<file path="src/rtl/cpu_pkg.sv">
// Shared types and constants for the 8-bit CPU front end.
package cpu_pkg;
  localparam int ADDR_W = 8;
  localparam int DATA_W = 8;

  typedef logic [ADDR_W-1:0] addr_t;
  typedef logic [DATA_W-1:0] data_t;

  typedef enum logic [2:0] {
    ISSUE   = 3'd0,
    OPCODE  = 3'd1,
    OPERAND = 3'd2,
    VALID   = 3'd3,
    HALTED  = 3'd4
  } fetch_state_e;

  localparam data_t HALT_OPCODE = 8'h7F;

  // Opcode MSB set marks a two-byte instruction.
  function automatic logic is_long(input data_t opcode);
    return opcode[DATA_W-1];
  endfunction
endpackage

</file>
<file path="src/rtl/fetch_unit.sv">
// Instruction fetch: walks the PC over a synchronous-read memory, assembles
// 1/2-byte instructions and hands them to decode over valid/ready.
module fetch_unit
  import cpu_pkg::*;
#(
  parameter int                ADDR_W      = 8,
  parameter int                DATA_W      = 8,
  parameter logic [ADDR_W-1:0] RESET_PC    = 8'h00,
  parameter logic [DATA_W-1:0] HALT_OPCODE = cpu_pkg::HALT_OPCODE
) (
  input  logic              clk,
  input  logic              rst,
  output logic [ADDR_W-1:0] mem_address,
  output logic              mem_wen,
  input  logic [DATA_W-1:0] mem_data_out,
  input  logic              jump_en,
  input  logic [ADDR_W-1:0] jump_target,
  output logic              instr_valid,
  input  logic              instr_ready,
  output logic [DATA_W-1:0] instr_opcode,
  output logic [DATA_W-1:0] instr_operand,
  output logic [ADDR_W-1:0] instr_pc,
  output logic              halted
);

  fetch_state_e      r_state, w_state_nxt;
  logic [ADDR_W-1:0] r_pc, w_pc_nxt, w_pc_inc, w_len;
  logic [DATA_W-1:0] r_opcode, r_operand;
  logic [ADDR_W-1:0] r_instr_pc;

  assign w_pc_inc = r_pc + 1'b1;
  assign w_len    = is_long(r_opcode) ? ADDR_W'(2) : ADDR_W'(1);

  always_comb begin
    w_state_nxt = r_state;
    w_pc_nxt    = r_pc;
    mem_address = r_pc;
    case (r_state)
      ISSUE:   w_state_nxt = OPCODE;
      OPCODE: begin
        // operand address goes out speculatively; ignored for 1-byte opcodes
        mem_address = w_pc_inc;
        w_state_nxt = is_long(mem_data_out) ? OPERAND : VALID;
      end
      OPERAND: begin
        mem_address = w_pc_inc;
        w_state_nxt = VALID;
      end
      VALID: begin
        if (instr_ready) begin
          w_pc_nxt    = r_pc + w_len;
          w_state_nxt = (r_opcode == HALT_OPCODE) ? HALTED : ISSUE;
        end
      end
      HALTED:  w_state_nxt = HALTED;
      default: w_state_nxt = ISSUE;
    endcase
    // redirect beats everything, including a handshake in the same cycle
    if (jump_en) begin
      w_state_nxt = ISSUE;
      w_pc_nxt    = jump_target;
    end
  end

  always_ff @(posedge clk) begin
    if (rst) begin
      r_state    <= ISSUE;
      r_pc       <= RESET_PC;
      r_opcode   <= '0;
      r_operand  <= '0;
      r_instr_pc <= '0;
    end else begin
      r_state <= w_state_nxt;
      r_pc    <= w_pc_nxt;
      if (!jump_en) begin
        if (r_state == OPCODE) begin
          r_opcode   <= mem_data_out;
          r_instr_pc <= r_pc;
          if (!is_long(mem_data_out)) r_operand <= '0;
        end
        if (r_state == OPERAND) r_operand <= mem_data_out;
      end
    end
  end

  assign mem_wen       = 1'b0;
  assign instr_valid   = (r_state == VALID);
  assign halted        = (r_state == HALTED);
  assign instr_opcode  = r_opcode;
  assign instr_operand = r_operand;
  assign instr_pc      = r_instr_pc;

endmodule
</file>
<file path="config.mk">
export PLATFORM = sky130hd
export DESIGN_NAME = fetch_unit
export DESIGN_NICKNAME = d
export VERILOG_FILES = /design/src/rtl/cpu_pkg.sv /design/src/rtl/fetch_unit.sv
export SDC_FILE = /design/constraint.sdc
export NUM_CORES = 1
export LEC_CHECK = 0
export ABC_CLOCK_PERIOD_IN_PS = 1900
export CORE_MARGIN = 2
export CORE_UTILIZATION = 46
export CTS_CLUSTER_SIZE = 16
export DETAILED_ROUTE_END_ITERATION = 10
export PLACE_DENSITY = 0.79
export SLEW_MARGIN = 20
export SYNTH_ARGS = -nofsm -noshare
export SYNTH_HDL_FRONTEND = slang
export SYNTH_SLANG_ARGS = --single-unit
export TNS_END_PERCENT = 30
</file>
<file path="constraint.sdc">
create_clock -name clk -period 1.9 [get_ports clk]
set_input_delay 0.38 -clock clk [delete_from_list [all_inputs] [get_ports clk]]
set_output_delay 0.38 -clock clk [all_outputs]
set_load 0.02 [all_outputs]
</file>
==> results of run 1 <==
flip-flops by register name, indices dropped and copies added, names as in the netlist:
| name | flops |
|---|---|
| r_state | 3 |
| instr_opcode | 8 |
| r_pc | 8 |
| instr_operand | 8 |
| instr_pc | 8 |
repair_timing:
action	CTS	global route
resized for setup	39	14
endpoints found under the setup margin	11	10
gates cloned	0	0
pin swaps	1	2
hold buffers	0	0
power groups by stage:
stage / Combinational, W / Sequential, W / Clock, W
after floorplan: 0.000135 / 0.000802 / 0
after global placement: 0.000293 / 0.000787 / 0
after detailed placement: 0.000298 / 0.000789 / 0
after CTS: 0.000295 / 0.000773 / 0.000545
after global routing: 0.000321 / 0.000778 / 0.000579
final: 0.000295 / 0.000775 / 0.000534
cell usage after synthesis (2+ instances only):
cell	n	share of area, %
dfxtp_1	35	40
ha_1	3	2.1
nor2_1	15	3.2
buf_4	2	0.85
a21oi_2	2	0.99
xnor2_1	7	3.5
xor2_1	4	2.0
a21oi_1	27	7.7
nand4_1	6	2.1
a21o_1	2	0.85
nor4_1	2	0.71
buf_6	5	3.2
nor3_1	5	1.4
o21ai_0	5	1.4
clkbuf_1	8	1.7
nand2_1	39	8.3
o21a_1	4	1.7
nand3_1	3	0.85
nor3b_1	7	3.0
inv_1	9	1.9
cells by family (layout without fill, tap and decap cells):
family | count (synthesis) | in the layout
mux | 2 | 2
buf+inv | 26 | 102
compound gates | 48 | 48
flops | 35 | 35
other cells | 1 | 1
simple gates | 86 | 86
fa+ha+maj | 4 | 4
xor+xnor | 11 | 11
per-stage QoR:
step / setup TNS, ns / cells / util, % / power [W]
2_1_floorplan: 0 / 213 / - / 0.000936
3_3_place_gp: -0.327 / 329 / 67.8 / 0.00108
3_5_place_dp: -0.655 / 329 / 67.8 / 0.00109
4_1_cts: -0.214 / 337 / 70.6 / 0.00161
5_1_grt: -0.186 / 337 / 70.3 / 0.00168
6_report: -0.0400 / 337 / 70.3 / 0.00160
final timing paths:
kind,startpoint,end,slack (ns),cells after the start
worst min register to register,instr_pc[6]$_SDFFE_PP0P_,instr_pc[6]$_SDFFE_PP0P_,0.46,2
worst max-delay path,r_state[0]$_SDFFE_PP0P_,mem_address[1],-0.04,5
worst min-delay path,instr_pc[6]$_SDFFE_PP0P_,instr_pc[6]$_SDFFE_PP0P_,0.46,2
worst max register to register,r_pc[0]$_SDFFE_PP0P_,r_pc[2]$_SDFFE_PP0P_,0.06,7
per-layer routing:
layer,vias up,part of all wire [%],global-route usage [%]
li1,876,-,-
met1,824,42,30.3
met2,69,47,41.2
met3,10,7.7,5.96
met4,0,2.8,12.0
met5,-,0,0
final cells by class:
| type | instances | area share (%) |
|---|---|---|
| Multi-Input combinational cell | 152 | 36.8 |
| Clock inverter | 2 | 0.486 |
| Inverter | 9 | 1.31 |
| Clock buffer | 6 | 2.82 |
| Tap cell | 48 | 2.33 |
| Timing Repair Buffer | 85 | 28.8 |
| Sequential cell | 35 | 27.5 |
critical path, stage by stage (launching register included):
cell and delay, ns:
dfxtp_1 0.34, xnor2_2 0.27, nor2_2 0.09, buf_4 0.16
o21ai_0 0.13, clkdlybuf4s15_2 0.28
==> results.sh, run 1 <==
export IMPL_grt_max_degree=27
export IMPL_syn_nets=237
export IMPL_hold_path_class="flip-flop to flip-flop"
export IMPL_cts_buffers_inserted=5
export IMPL_rows=22
export IMPL_required_ns=1.52
export IMPL_ant_nets=0
export IMPL_grt_pass1_vias=1714
export IMPL_drive_above_1_share_pct=23.2
export IMPL_seqCellArea_um2=707
export IMPL_syn_cell_area_um2=1760
export IMPL_vias=1779
export IMPL_wire_per_inst_um=14.3
export IMPL_grt_overflow=0
export IMPL_layout_commonest_cell="clkdlybuf4s50_1"
export IMPL_switching_power_w=0.000445
export IMPL_layout_common_cells="clkdlybuf4s50_1 (43), nand2_1 (39), buf_4 (34)"
export IMPL_worst_slack_ns=-0.0400
export IMPL_power_density_nw_per_um2=623
export IMPL_fmax_ghz=0.515
export IMPL_pwr_share_comb_pct=18.4
export IMPL_fillCellCount=307
export IMPL_vias_per_cell=5.28
export IMPL_p_leak_nw=1.00
export IMPL_hold_violations=0
export IMPL_clock_skew_ns=0.00266
export IMPL_violations="negative setup slack"
export IMPL_post_dp_hpwl_um=3490
export IMPL_clock_sinks=35
export IMPL_tritoncts="built"
export IMPL_synth_simple_area_share_pct=25.1
export IMPL_synth_avg_cell_area_um2=8.28
export IMPL_htree_num_levels=2
export IMPL_cts_setup_buffers=0
export IMPL_root_buffer="clkbuf_8"
export IMPL_synth_top_family_by_area="simple AND/OR/NAND/NOR gates"
export IMPL_synth_seq_area_share_pct=39.7
export IMPL_p_seq_share_pct=48.3
export IMPL_initial_utilization_pct=48.2
export IMPL_setup_viol=1
export IMPL_ys_ff_latch=35
export IMPL_wirelength_um=4830
export IMPL_clock_power_share_pct=33.3
export IMPL_grt_pass1_wl_um=8170
export IMPL_ys_types=43
export IMPL_clk_pin_slew_ns=0.07
export IMPL_antenna_found_initial=0
export IMPL_path_max_fanout=4
export IMPL_dpl_worst_slack_ns=-0.114
export IMPL_sw_frac_of_total_pct=27.8
export IMPL_synth_compound_area_share_pct=16.8
export IMPL_status="finished, violations left"
export IMPL_ys_warnings_count=0
export IMPL_async_reset_ff_share_pct=0
export IMPL_port_buffers=53
export IMPL_end_kind="primary output"
export IMPL_worstPathArrival_ns=1.56
export IMPL_post_route_drc_count=0
export IMPL_synth_xor_area_share_pct=5.46
export IMPL_synth_edf_count=0
export IMPL_crit_path_start_kind="flip-flop"
export IMPL_final_area_um2=2570
export IMPL_n_antenna_cell=0
export IMPL_max_cap_viol_count=0
export IMPL_nets=312
export IMPL_io_pins=55
export IMPL_coreArea_um2=3660
export IMPL_worst_skew_pair_late_latency_ns=0.29
export IMPL_first_pass_iters=4
export IMPL_syn_inst=213
export IMPL_critPathKind="flip-flop to primary output"
export IMPL_die_h_um=65.9
export IMPL_rsz0062_at_grt="true"
export IMPL_placed_cell_area_um2=2480
export IMPL_fin_crit_sh_pct=102
export IMPL_dieArea_um2=4340
export IMPL_clockBufferDepth=2
export IMPL_multi_input_area_um2=946
export IMPL_gp_congestion=0.917
export IMPL_die_x_um=65.9
export IMPL_min_period_ns=1.94
export IMPL_area_delta_synth_final_pct=46.0
export IMPL_ir_drop_mv=0.469
export IMPL_drv_slew=0
export IMPL_hold_slack_ns=0.458
export IMPL_synthAdderAreaFrac_pct=3.26
export IMPL_synth_top_flop_cell="dfxtp_1"
export IMPL_muxShareOfSynthArea_pct=1.21
export IMPL_p_int_w=0.00116
export IMPL_grt_usage_pct=24.9
export IMPL_drt_iter0_drc=87
(Power assumes the default switching activity.)
==> inputs of run 2 (changes only) <==
- CORE_UTILIZATION: 46 -> 35
- PLACE_DENSITY: 0.79 -> not set
==> results.sh, run 2 (synthesis results as in run 1) <==
export IMPL_status="complete, no violations"
export IMPL_seqCellArea_um2=703
export IMPL_root_buffer="clkbuf_8"
export IMPL_power_density_nw_per_um2=624
export IMPL_clock_sinks=35
export IMPL_post_route_drc_count=0
export IMPL_n_antenna_cell=0
export IMPL_drt_iter0_drc=81
export IMPL_io_pins=55
export IMPL_p_seq_share_pct=47.8
export IMPL_rsz0062_at_grt="true"
export IMPL_grt_pass1_vias=1646
export IMPL_worst_slack_ns=0.0376
export IMPL_die_h_um=75.0
export IMPL_critPathKind="flip-flop to primary output"
export IMPL_sw_frac_of_total_pct=28.6
export IMPL_wire_per_inst_um=13.9
export IMPL_drv_slew=0
export IMPL_cts_setup_buffers=0
export IMPL_worstPathArrival_ns=1.48
export IMPL_switching_power_w=0.000461
export IMPL_initial_utilization_pct=36.8
export IMPL_tritoncts="built"
export IMPL_hold_path_class="flip-flop to flip-flop"
export IMPL_hold_violations=0
export IMPL_p_int_w=0.00115
export IMPL_clock_power_share_pct=34.1
export IMPL_grt_pass1_wl_um=7770
export IMPL_grt_max_degree=28
export IMPL_antenna_found_initial=0
export IMPL_rows=25
export IMPL_area_delta_synth_final_pct=46.5
export IMPL_clockBufferDepth=2
export IMPL_dpl_worst_slack_ns=-0.165
export IMPL_ant_nets=0
export IMPL_wirelength_um=4910
export IMPL_nets=308
export IMPL_required_ns=1.52
export IMPL_crit_path_start_kind="flip-flop"
export IMPL_fmax_ghz=0.537
export IMPL_die_x_um=75.0
export IMPL_hold_slack_ns=0.455
export IMPL_placed_cell_area_um2=2480
export IMPL_fin_crit_sh_pct=98.0
export IMPL_port_buffers=53
export IMPL_fillCellCount=488
export IMPL_grt_overflow=0
export IMPL_clk_pin_slew_ns=0.08
export IMPL_clock_skew_ns=0.00652
export IMPL_p_leak_nw=0.979
export IMPL_dieArea_um2=5620
export IMPL_multi_input_area_um2=958
export IMPL_pwr_share_comb_pct=18.1
export IMPL_worst_skew_pair_late_latency_ns=0.29
export IMPL_min_period_ns=1.86
export IMPL_final_area_um2=2580
export IMPL_layout_common_cells="clkdlybuf4s50_1 (43), nand2_1 (39), dfxtp_1 (33)"
export IMPL_first_pass_iters=4
export IMPL_drive_above_1_share_pct=21.8
export IMPL_cts_buffers_inserted=5
export IMPL_vias=1707
export IMPL_layout_commonest_cell="clkdlybuf4s50_1"
export IMPL_setup_viol=0
export IMPL_path_max_fanout=3
export IMPL_end_kind="primary output"
export IMPL_coreArea_um2=4790
export IMPL_vias_per_cell=4.85
export IMPL_max_cap_viol_count=0
export IMPL_htree_num_levels=2
export IMPL_grt_usage_pct=18.4
export IMPL_gp_congestion=0.840
export IMPL_ir_drop_mv=0.343
export IMPL_ctsHoldBuffers=0
export IMPL_post_dp_hpwl_um=3560
## run 2: changes by cell type in the layout (fill, tap and decap cells not counted), sizes merged
cell / previous run / this run
buf: 37 / 32
clkinvlp: 1 / 2
## run 2: cell type report
class / count / share of cell area, %
Inverter: 9 / 1.31
Sequential cell: 35 / 27.2
Multi-Input combinational cell: 152 / 37.1
Clock buffer: 5 / 2.66
Timing Repair Buffer: 81 / 27.7
Tap cell: 67 / 3.25
Clock inverter: 3 / 0.775
## run 2: final timing paths
kind | start | end | slack, ns | cells past startpoint
max | r_state[0]$_SDFFE_PP0P_ | mem_address[3] | 0.04 | 4
min | instr_pc[4]$_SDFFE_PP0P_ | instr_pc[4]$_SDFFE_PP0P_ | 0.45 | 2
max reg2reg | r_pc[0]$_SDFFE_PP0P_ | r_pc[2]$_SDFFE_PP0P_ | 0.04 | 7
min reg2reg | instr_pc[4]$_SDFFE_PP0P_ | instr_pc[4]$_SDFFE_PP0P_ | 0.45 | 2
## run 2: metrics by stage
step	utilization, %	TNS (ns)	instances	power [W]
floorplan	-	0	213	0.000936
global placement	51.7	-0.807	344	0.00108
detailed placement	51.7	-0.867	344	0.00108
CTS	53.9	-0.0241	352	0.00163
global route	54.0	-0.120	352	0.00168
finish	54.0	0	352	0.00161
## run 2: power by group through the flow
stage / Clock, W / Sequential, W / Combinational, W
global placement: 0 / 0.000786 / 0.000295
CTS: 0.000567 / 0.000770 / 0.000291
floorplan: 0 / 0.000802 / 0.000135
detailed placement: 0 / 0.000787 / 0.000294
finish: 0.000549 / 0.000771 / 0.000292
global route: 0.000588 / 0.000774 / 0.000316
## run 2: timing repair
item,in CTS,in global routing
resized for setup,39,13
endpoints found under the setup margin,11,10
pin swaps,2,1
## run 2: layer usage
metal  up-vias  share of wire (%)  GRT usage (%)
li1        869                  -              -
met1       785                 47           24.4
met2        46                 45           29.1
met3         7                6.6           5.22
met4         0                1.2           5.36
met5         -                  0              0
## run 2: worst max-delay path, stage by stage (launching register included)
cell	delay, ns
dfxtp_1	0.34
xnor2_2	0.19
nor3_2	0.20
xor2_1	0.19
clkdlybuf4s15_2	0.28
